===== config.mk =====
export PLATFORM = sky130hd
export DESIGN_NAME = synth_voice
export DESIGN_NICKNAME = d
export VERILOG_FILES = /design/src/rtl/synth_voice.sv
export SDC_FILE = /design/constraint.sdc
export NUM_CORES = 1
export LEC_CHECK = 0
export CORE_MARGIN = 2
export CORE_UTILIZATION = 40
export DETAILED_ROUTE_END_ITERATION = 6
export GPL_ROUTABILITY_DRIVEN = 0
export GPL_TIMING_DRIVEN = 0
export SETUP_SLACK_MARGIN = 0.1
export SLEW_MARGIN = 15
export SYNTH_ARGS = -nofsm -noshare
export SYNTH_HDL_FRONTEND = slang
export SYNTH_SLANG_ARGS = --single-unit
export TNS_END_PERCENT = 30

===== constraint.sdc =====
create_clock -name i_clk -period 5.23 [get_ports i_clk]
set_clock_uncertainty 0.2 [all_clocks]
set_input_delay 1.046 -clock i_clk [delete_from_list [all_inputs] [get_ports i_clk]]
set_output_delay 1.046 -clock i_clk [all_outputs]
set_load 0.01 [all_outputs]

===== src/rtl/synth_voice.sv =====
// synth_voice: phase-accumulator oscillator, tick-driven envelope, first-order delta-sigma pin driver.
// Outputs registered (sample 1 clk after strobe), no backpressure; `define SYNTH_VOICE_NOISE_EN builds the LFSR noise wave.
module synth_voice #(
  parameter int unsigned PHASE_W      = 16,
  parameter logic [7:0]  ATTACK_STEP  = 8'd32,
  parameter logic [7:0]  DECAY_STEP   = 8'd4,
  parameter logic [7:0]  SUSTAIN      = 8'd160,
  parameter logic [7:0]  RELEASE_STEP = 8'd8
) (
  input  logic               i_clk,
  input  logic               i_rst,
  input  logic               i_sample_clk,
  input  logic               i_tick_clk,
  input  logic               i_note_on,
  input  logic               i_note_off,
  input  logic [PHASE_W-1:0] i_pitch,
  input  logic [1:0]         i_wave,
  output logic [12:0]        o_audio_sample,
  output logic               o_audio_out,
  output logic [7:0]         o_env_level,
  output logic               o_active
);

  typedef enum logic [1:0] {
    S_IDLE    = 2'd0,
    S_ATTACK  = 2'd1,
    S_DECAY   = 2'd2,
    S_RELEASE = 2'd3
  } state_t;

  localparam logic [1:0] WAVE_SAW = 2'd1;
  localparam logic [1:0] WAVE_TRI = 2'd2;
  localparam logic [8:0] DEC_FLOOR = {1'b0, SUSTAIN} + {1'b0, DECAY_STEP};

  state_t             r_state;
  state_t             w_state_nxt;
  logic [7:0]         r_env;
  logic [7:0]         w_env_nxt;
  logic               r_active;
  logic [PHASE_W-1:0] r_phase;
  logic [PHASE_W-1:0] r_pitch_q;
  logic [1:0]         r_wave_q;
  logic [8:0]         w_top;
  logic [7:0]         w_raw;
  logic [12:0]        w_scaled;
  logic [12:0]        r_sample;
  logic [12:0]        r_ds_acc;
  logic [13:0]        w_ds_sum;
  logic               r_ds_out;
  logic [8:0]         w_atk_sum;
  logic               w_atk_full;
  logic               w_dec_floor;
  logic               w_rel_empty;
  logic               w_note_off_ok;

  // ---------------- envelope FSM ----------------
  assign w_atk_sum     = {1'b0, r_env} + {1'b0, ATTACK_STEP};
  assign w_atk_full    = (w_atk_sum >= 9'd255);
  assign w_dec_floor   = ({1'b0, r_env} < DEC_FLOOR);
  assign w_rel_empty   = (r_env <= RELEASE_STEP);
  assign w_note_off_ok = i_note_off && ((r_state == S_ATTACK) || (r_state == S_DECAY));

  always_ff @(posedge i_clk) begin
    if (i_rst) begin
      r_state  <= S_IDLE;
      r_env    <= 8'd0;
      r_active <= 1'b0;
    end else begin
      r_state  <= w_state_nxt;
      r_env    <= w_env_nxt;
      r_active <= (w_state_nxt != S_IDLE);
    end
  end

  // note_on beats note_off, and a taken note event swallows a coincident tick
  always_comb begin
    w_state_nxt = r_state;
    if (i_note_on) begin
      w_state_nxt = S_ATTACK;
    end else if (w_note_off_ok) begin
      w_state_nxt = S_RELEASE;
    end else if (i_tick_clk) begin
      case (r_state)
        S_ATTACK:  if (w_atk_full)  w_state_nxt = S_DECAY;
        S_RELEASE: if (w_rel_empty) w_state_nxt = S_IDLE;
        default:   w_state_nxt = r_state;
      endcase
    end
  end

  always_comb begin
    w_env_nxt = r_env;
    if (!i_note_on && !w_note_off_ok && i_tick_clk) begin
      case (r_state)
        S_ATTACK:  w_env_nxt = w_atk_full ? 8'hFF : w_atk_sum[7:0];
        S_DECAY:   w_env_nxt = w_dec_floor ? SUSTAIN : (r_env - DECAY_STEP);
        S_RELEASE: w_env_nxt = w_rel_empty ? 8'd0 : (r_env - RELEASE_STEP);
        default:   w_env_nxt = r_env;
      endcase
    end
  end

  // ---------------- oscillator ----------------
`ifdef SYNTH_VOICE_NOISE_EN
  logic [PHASE_W:0] w_phase_sum;
  logic [14:0]      r_lfsr;

  assign w_phase_sum = {1'b0, r_phase} + {1'b0, r_pitch_q};

  // advances once per phase wrap, so noise "pitch" follows the note pitch
  always_ff @(posedge i_clk) begin
    if (i_rst) begin
      r_lfsr <= 15'h0001;
    end else if (i_sample_clk && !i_note_on && w_phase_sum[PHASE_W]) begin
      r_lfsr <= {r_lfsr[13:0], r_lfsr[14] ^ r_lfsr[13]};
    end
  end
`else
  logic [PHASE_W-1:0] w_phase_sum;

  assign w_phase_sum = r_phase + r_pitch_q;
`endif

  assign w_top = r_phase[PHASE_W-1 -: 9];

  always_comb begin
    w_raw = {8{w_top[8]}};
    case (r_wave_q)
      WAVE_SAW: w_raw = w_top[8:1];
      WAVE_TRI: w_raw = w_top[8] ? ~w_top[7:0] : w_top[7:0];
`ifdef SYNTH_VOICE_NOISE_EN
      2'd3:     w_raw = r_lfsr[7:0];
`endif
      default:  w_raw = {8{w_top[8]}};
    endcase
  end

  assign w_scaled = 13'((16'(w_raw) * 16'(r_env)) >> 3);

  always_ff @(posedge i_clk) begin
    if (i_rst) begin
      r_phase   <= '0;
      r_pitch_q <= '0;
      r_wave_q  <= 2'd0;
      r_sample  <= 13'd0;
    end else begin
      if (i_sample_clk) begin
        r_sample <= (r_state == S_IDLE) ? 13'd0 : w_scaled;
      end
      if (i_note_on) begin
        r_phase   <= '0;
        r_pitch_q <= i_pitch;
        r_wave_q  <= i_wave;
      end else if (i_sample_clk) begin
        r_phase <= w_phase_sum[PHASE_W-1:0];
      end
    end
  end

  // ---------------- delta-sigma ----------------
  assign w_ds_sum = {1'b0, r_ds_acc} + {1'b0, r_sample};

  always_ff @(posedge i_clk) begin
    if (i_rst) begin
      r_ds_acc <= 13'd0;
      r_ds_out <= 1'b0;
    end else begin
      r_ds_acc <= w_ds_sum[12:0];
      r_ds_out <= w_ds_sum[13];
    end
  end

  assign o_audio_sample = r_sample;
  assign o_audio_out    = r_ds_out;
  assign o_env_level    = r_env;
  assign o_active       = r_active;

endmodule


Word-level counts from Yosys, hierarchy flattened
Cells that the tools add are included.
{ "word_totals": {"out_inout_bits": 23, "wordCells": 48, "register_bits": 72} }
{ "classes": {"n_bitwise": 1, "n_eq_ne": 5, "multipliers": 1, "n_mux": 13, "reduce_logical": 11, "addsub": 5, "n_lt_le_gt_ge": 3} }
{ "ops": {"columns": ["cell", "n"], "rows": [
  ["8-bit 2-to-1 mux", 4],
  ["8-bit case mux with 3 select lines", 1],
  ["16-bit adder", 1],
  ["8-bit by 8-bit multiplier with 16-bit output", 1],
  ["8-bit case mux with 2 select lines", 1],
  ["13-bit by 13-bit adder with 14-bit output", 1],
  ["13-bit 2-to-1 mux", 1],
  ["2-bit 2-to-1 mux", 5],
  ["8-bit by 6-bit adder with 9-bit output (second input constant)", 1],
  ["9-bit by 8-bit >= comparator with 1-bit output (second input constant)", 1],
  ["8-bit by 4-bit less-or-equal comparator with 1-bit output (second input constant)", 1],
  ["8-bit < comparator (second input constant)", 1],
  ["8-bit NOT", 1],
  ["8-bit by 3-bit subtractor with 8-bit output (second input constant)", 1],
  ["8-bit by 4-bit subtractor with 8-bit output (second input constant)", 1],
  ["2-bit equality test (second input constant)", 3],
  ["2-bit by 1-bit equality test with 1-bit output (second input constant)", 2],
  ["2-bit case mux with 2 select lines", 1],
  ["1-bit logical AND", 3],
  ["3-bit nonzero test", 1],
  ["1-bit logical NOT", 2],
  ["2-bit logical NOT", 1],
  ["2-bit AND reduction", 1],
  ["2-bit nonzero test", 1],
  ["2 further kinds", 2]
]} }

Logic depth before layout (Yosys ltp)
{ "depth": {"ltp_word": 8, "ltp_mapped": 22} }

Least setup slack after synthesis
OpenSTA, ideal clock, no wires.
{ "synth_timing": {"path_type": "flip-flop to flip-flop", "startpoint": "reg r_wave_q[0]", "endpoint": "reg r_sample[12], in the netlist o_audio_sample[12]", "stages_incl_launch_ff": 20, "arrival_time_ns": 5.115, "path_buffers": 1, "required_time_ns": 4.913, "slack_ns": -0.202, "cell_sequence": "dfxtp_1 -> inv_1 -> ha_1 -> nor2b_1 -> clkbuf_1 -> a22oi_1 -> o21ai_0 -> and2_1 -> fa_1 -> fa_1 -> fa_1 -> inv_1 -> fa_1 -> inv_1 -> ha_1 -> o211a_1 -> a2111oi_2 -> o31ai_1 -> xnor2_1 -> a22o_1"} }
{ "synth_via": {"elab_chain_len": 4, "word_cells_on_any_way": 5, "classes_between": "mul (1); eq/ne (2); mux (2)"} }
{ "synth_rtl": {"columns": ["item", "line_no", "text"], "rows": [
  ["from (decl)", "42", "logic [1:0] r_wave_q;"],
  ["from (signal assigned)", "153", "r_wave_q <= i_wave;"],
  ["2-bit equality test / 2-bit by 1-bit equality test with 1-bit output (equally long branches)", "128", "case (r_wave_q)"],
  ["8-bit case mux with 2 select lines (*)", "128", null],
  ["8-bit by 8-bit multiplier with 16-bit output (*)", "138", "assign w_scaled = 13'((16'(w_raw) * 16'(r_env)) >> 3);"],
  ["13-bit 2-to-1 mux (*)", "148", "r_sample <= (r_state == S_IDLE) ? 13'd0 : w_scaled;"],
  ["to (signal assigned)", "148", null],
  ["to (decl)", "46", "logic [12:0] r_sample;"]
]} }
Every way passes the cells marked *; elsewhere a longest branch is shown, timed or not.
A chain may end at the register's enable or synchronous reset.

Worst setup path in the final report
Ends and elaborated chain as after synthesis.

==> flow_summary.json <==
{
  "grt_max_degree": 13,
  "rsz0062_at_grt": "true",
  "drv_cap": 0,
  "period_minus_slack_ps": 5220,
  "yosys_warnings": 0,
  "p_leak_nw": 3.55,
  "crit_path_start_kind": "flop",
  "final_common_cell": "nor2_1",
  "register_area_um2": 1430,
  "track_usage_pct": 20.4,
  "synth_edf_count": 0,
  "num_rows": 46,
  "cp.arrival_ps": 5250,
  "synth.area.top_cells": "dfxtp_1, ha_1, fa_1",
  "place_area_um2": 7130,
  "yosys.area.top_type": "dfxtp_1",
  "dieArea_um2": 17000,
  "place_ws_ps": -449,
  "slew_headroom_pct": 43.7,
  "viasPerCell": 5.36,
  "peakVddDrop_v": 0.000128,
  "fin_crit_sh_pct": 99.7,
  "cts_buffer_depth": 2,
  "initial_core_util_pct": 40.6,
  "antenna_found_initial": 0,
  "crit_path_max_fanout": 7,
  "worst-endpoint-required_ps": 5270,
  "synthFlopType": "dfxtp_1",
  "clock_latency_ps": 350,
  "grt_overflow": 0,
  "final_cell_mix": "nor2_1, ha_1, dfxtp_1, inv_1, clkdlybuf4s50_1",
  "crit_path_cell_trace": "inv_2, ha_4, nor2b_4, buf_6, buf_4, a22oi_2, o21ai_1, nand2_1, fa_2, inv_1, ha_1, inv_1, fa_1, fa_1, inv_1, ha_4, a211oi_4, o21ai_4, a2111oi_4, o31ai_2, xnor2_1, a22o_1",
  "synthToLayoutAreaGrowth_pct": 24.4,
  "hold_viol": 0,
  "cts.clk_slew.worst_paths_ps": 60,
  "synth-seq-cells": 71,
  "syn_nets": 892,
  "criticalPathCategory": "reg -> reg",
  "io_buffers": 45,
  "ios": 47,
  "die_x_um": 130,
  "antennaDiodeCount": 0,
  "grt_pass1_wl_um": 27200,
  "cts_buffers": 9,
  "cts_max_level": 3,
  "drc": 0,
  "drt_wl_total_um": 16600,
  "core_area_um2": 15700,
  "ant_nets": 0,
  "nNetsFinal": 973,
  "cp_slowest_cell": "fa_2",
  "worst_pin_slew_ps": 838,
  "die-height_um": 130,
  "setup_viol": 0,
  "critPathCaptureType": "flop",
  "hp-class": "reg -> reg",
  "r2r_setup_slack_ps": 10,
  "synthCells": 752,
  "post_drt_wl_per_cell_um": 15.7,
  "whs_ps": 298,
  "synth.top_cell.area_share_pct": 22.3,
  "powerDensity_nw_per_um2": 174,
  "multi_input_area_um2": 4890,
  "drt_iter0_drc": 241,
  "hpwl_um": 12500,
  "clock-sinks": 71,
  "ys_async_sr_fraction_pct": 0,
  "cts-root-buf": "clkbuf_16",
  "vias": 5647,
  "syn_area_um2": 6380,
  "layout-drive-gt1-share_pct": 15.3,
  "slew_viol_final": 0,
  "yosysUniqueCellTypes": 68,
  "timing.final.ws_setup_ps": 13.6,
  "fin_tns_setup_ps": 0,
  "final_cell_area_um2": 7940,
  "cts_tree": "yes",
  "cp_common_cell": "inv_1",
  "synth-seq-area-share_pct": 22.3,
  "dp.cells": 1013,
  "dr.pass1.iters": 5,
  "grt_pass1_vias": 5710,
  "nFillCells": 1448,
  "instances_no_fill": 1054,
  "status": "complete, no violations",
  "max_freq_mhz": 192,
  "avgSynthCellArea_um2": 8.49,
  "slowest_delay_ps": 570
}
==> repair_timing <==
| action | 4_1_cts | 5_1_grt |
|---|---|---|
| gates resized for setup | 51 | 40 |
| setup endpoints to repair | 8 | 8 |
| setup buffers | 15 | 10 |
| hold endpoints to repair | 0 | 0 |
| hold buffers | 0 | 0 |
| pin swaps | 40 | 33 |
==> metal layers <==
layer | up-vias | share of wire [%] | track usage (%)
met5 | - | 0 | 0
met3 | 34 | 3.8 | 2.62
met2 | 141 | 47 | 33.9
met4 | 0 | 2.8 | 9.30
li1 | 2785 | - | -
met1 | 2687 | 46 | 26.5
==> path summary, 6_finish.rpt <==
path / startpoint / to / depth (start not counted)
worst min register to register: o_audio_sample[11]$_SDFFE_PP0P_ / o_audio_sample[11]$_SDFFE_PP0P_ / 2
worst max register to register: r_wave_q[0]$_SDFFE_PP0P_ / o_audio_sample[12]$_SDFFE_PP0P_ / 22
worst max-delay path: r_wave_q[0]$_SDFFE_PP0P_ / o_audio_sample[12]$_SDFFE_PP0P_ / 22
worst min-delay path: o_audio_sample[11]$_SDFFE_PP0P_ / o_audio_sample[11]$_SDFFE_PP0P_ / 2
==> metrics by stage <==
step	utilization, %	total power [mW]
2_1_floorplan	-	0.680
3_5_place_dp	45.4	0.738
4_1_cts	49.2	1.38
6_report	50.5	1.38
5_1_grt	50.5	1.43
3_3_place_gp	45.4	0.734
==> critical path, delay by kind of cell (launching register included) <==
kind                     cells  cell delay, ps
adder cells (fa/ha/maj)      6            2150
AO/OA/AOI/OAI                7            1440
AND/OR/NAND/NOR              2             300
buffers and inverters        6             510
XOR/XNOR                     1             150
flip-flops                   1             360
==> Yosys cell counts, drive strengths merged, types with 2 or more instances <==
cell	n
a2111oi	5
a211o	3
a211oi	10
a21o	13
a21oi	38
a221oi	5
a22o	4
a22oi	9
a311oi	2
a31oi	8
a41oi	2
and2	9
and3b	2
buf	11
clkbuf	12
clkinv	3
dfxtp	71
fa	38
ha	78
inv	72
mux2i	27
nand2	46
nand2b	12
nand3	14
nand3b	5
nand4	2
nand4b	2
nor2	92
nor2b	16
nor3	12
nor3b	2
nor4	2
o211a	3
o211ai	3
o21a	16
o21ai	41
o21bai	4
o221ai	2
o22ai	2
o31ai	5
or2	5
or3	5
xnor2	16
xor2	8
==> power breakdown <==
group          switching, mW  internal, mW  total (mW)  leakage [nW]
registers             0.0131         0.555       0.568         0.578
logic                 0.0977        0.0759       0.174          2.83
clock network          0.254         0.383       0.637         0.149
==> layout make-up <==
cell class / count / area share, %
repair buffers: 70 / 8.23
inverters: 75 / 3.55
flip-flops and latches: 71 / 18.0
clock inverters: 5 / 0.725
multi-input cells: 583 / 61.6
well taps: 216 / 3.40
clock buffers: 11 / 3.06
plain buffers: 23 / 1.47
==> flip-flops by register name, indices dropped and copies added, names as in the netlist <==
| register | count |
|---|---|
| r_pitch_q | 16 |
| r_phase | 16 |
| o_env_level | 7 |
| o_active | 1 |
| o_audio_sample | 13 |
| r_wave_q | 2 |
| o_audio_out | 1 |
| r_ds_acc | 13 |
| r_state | 2 |
==> cells by family (layout without fill, tap and decap cells) <==
kind of cell / after synthesis / after routing / share of synthesized area [%]
AOI/OAI and AO/OA: 184 / 184 / 19.6
xor gates and xnor gates: 24 / 24 / 3.29
buffers and inverters: 98 / 184 / 5.92
and+or+nand+nor: 230 / 230 / 17.1
DFF: 71 / 71 / 22.3
adders and majority gates: 117 / 117 / 27.4
muxes: 28 / 28 / 4.41
Note: power is estimated with default switching activity, not from simulation.
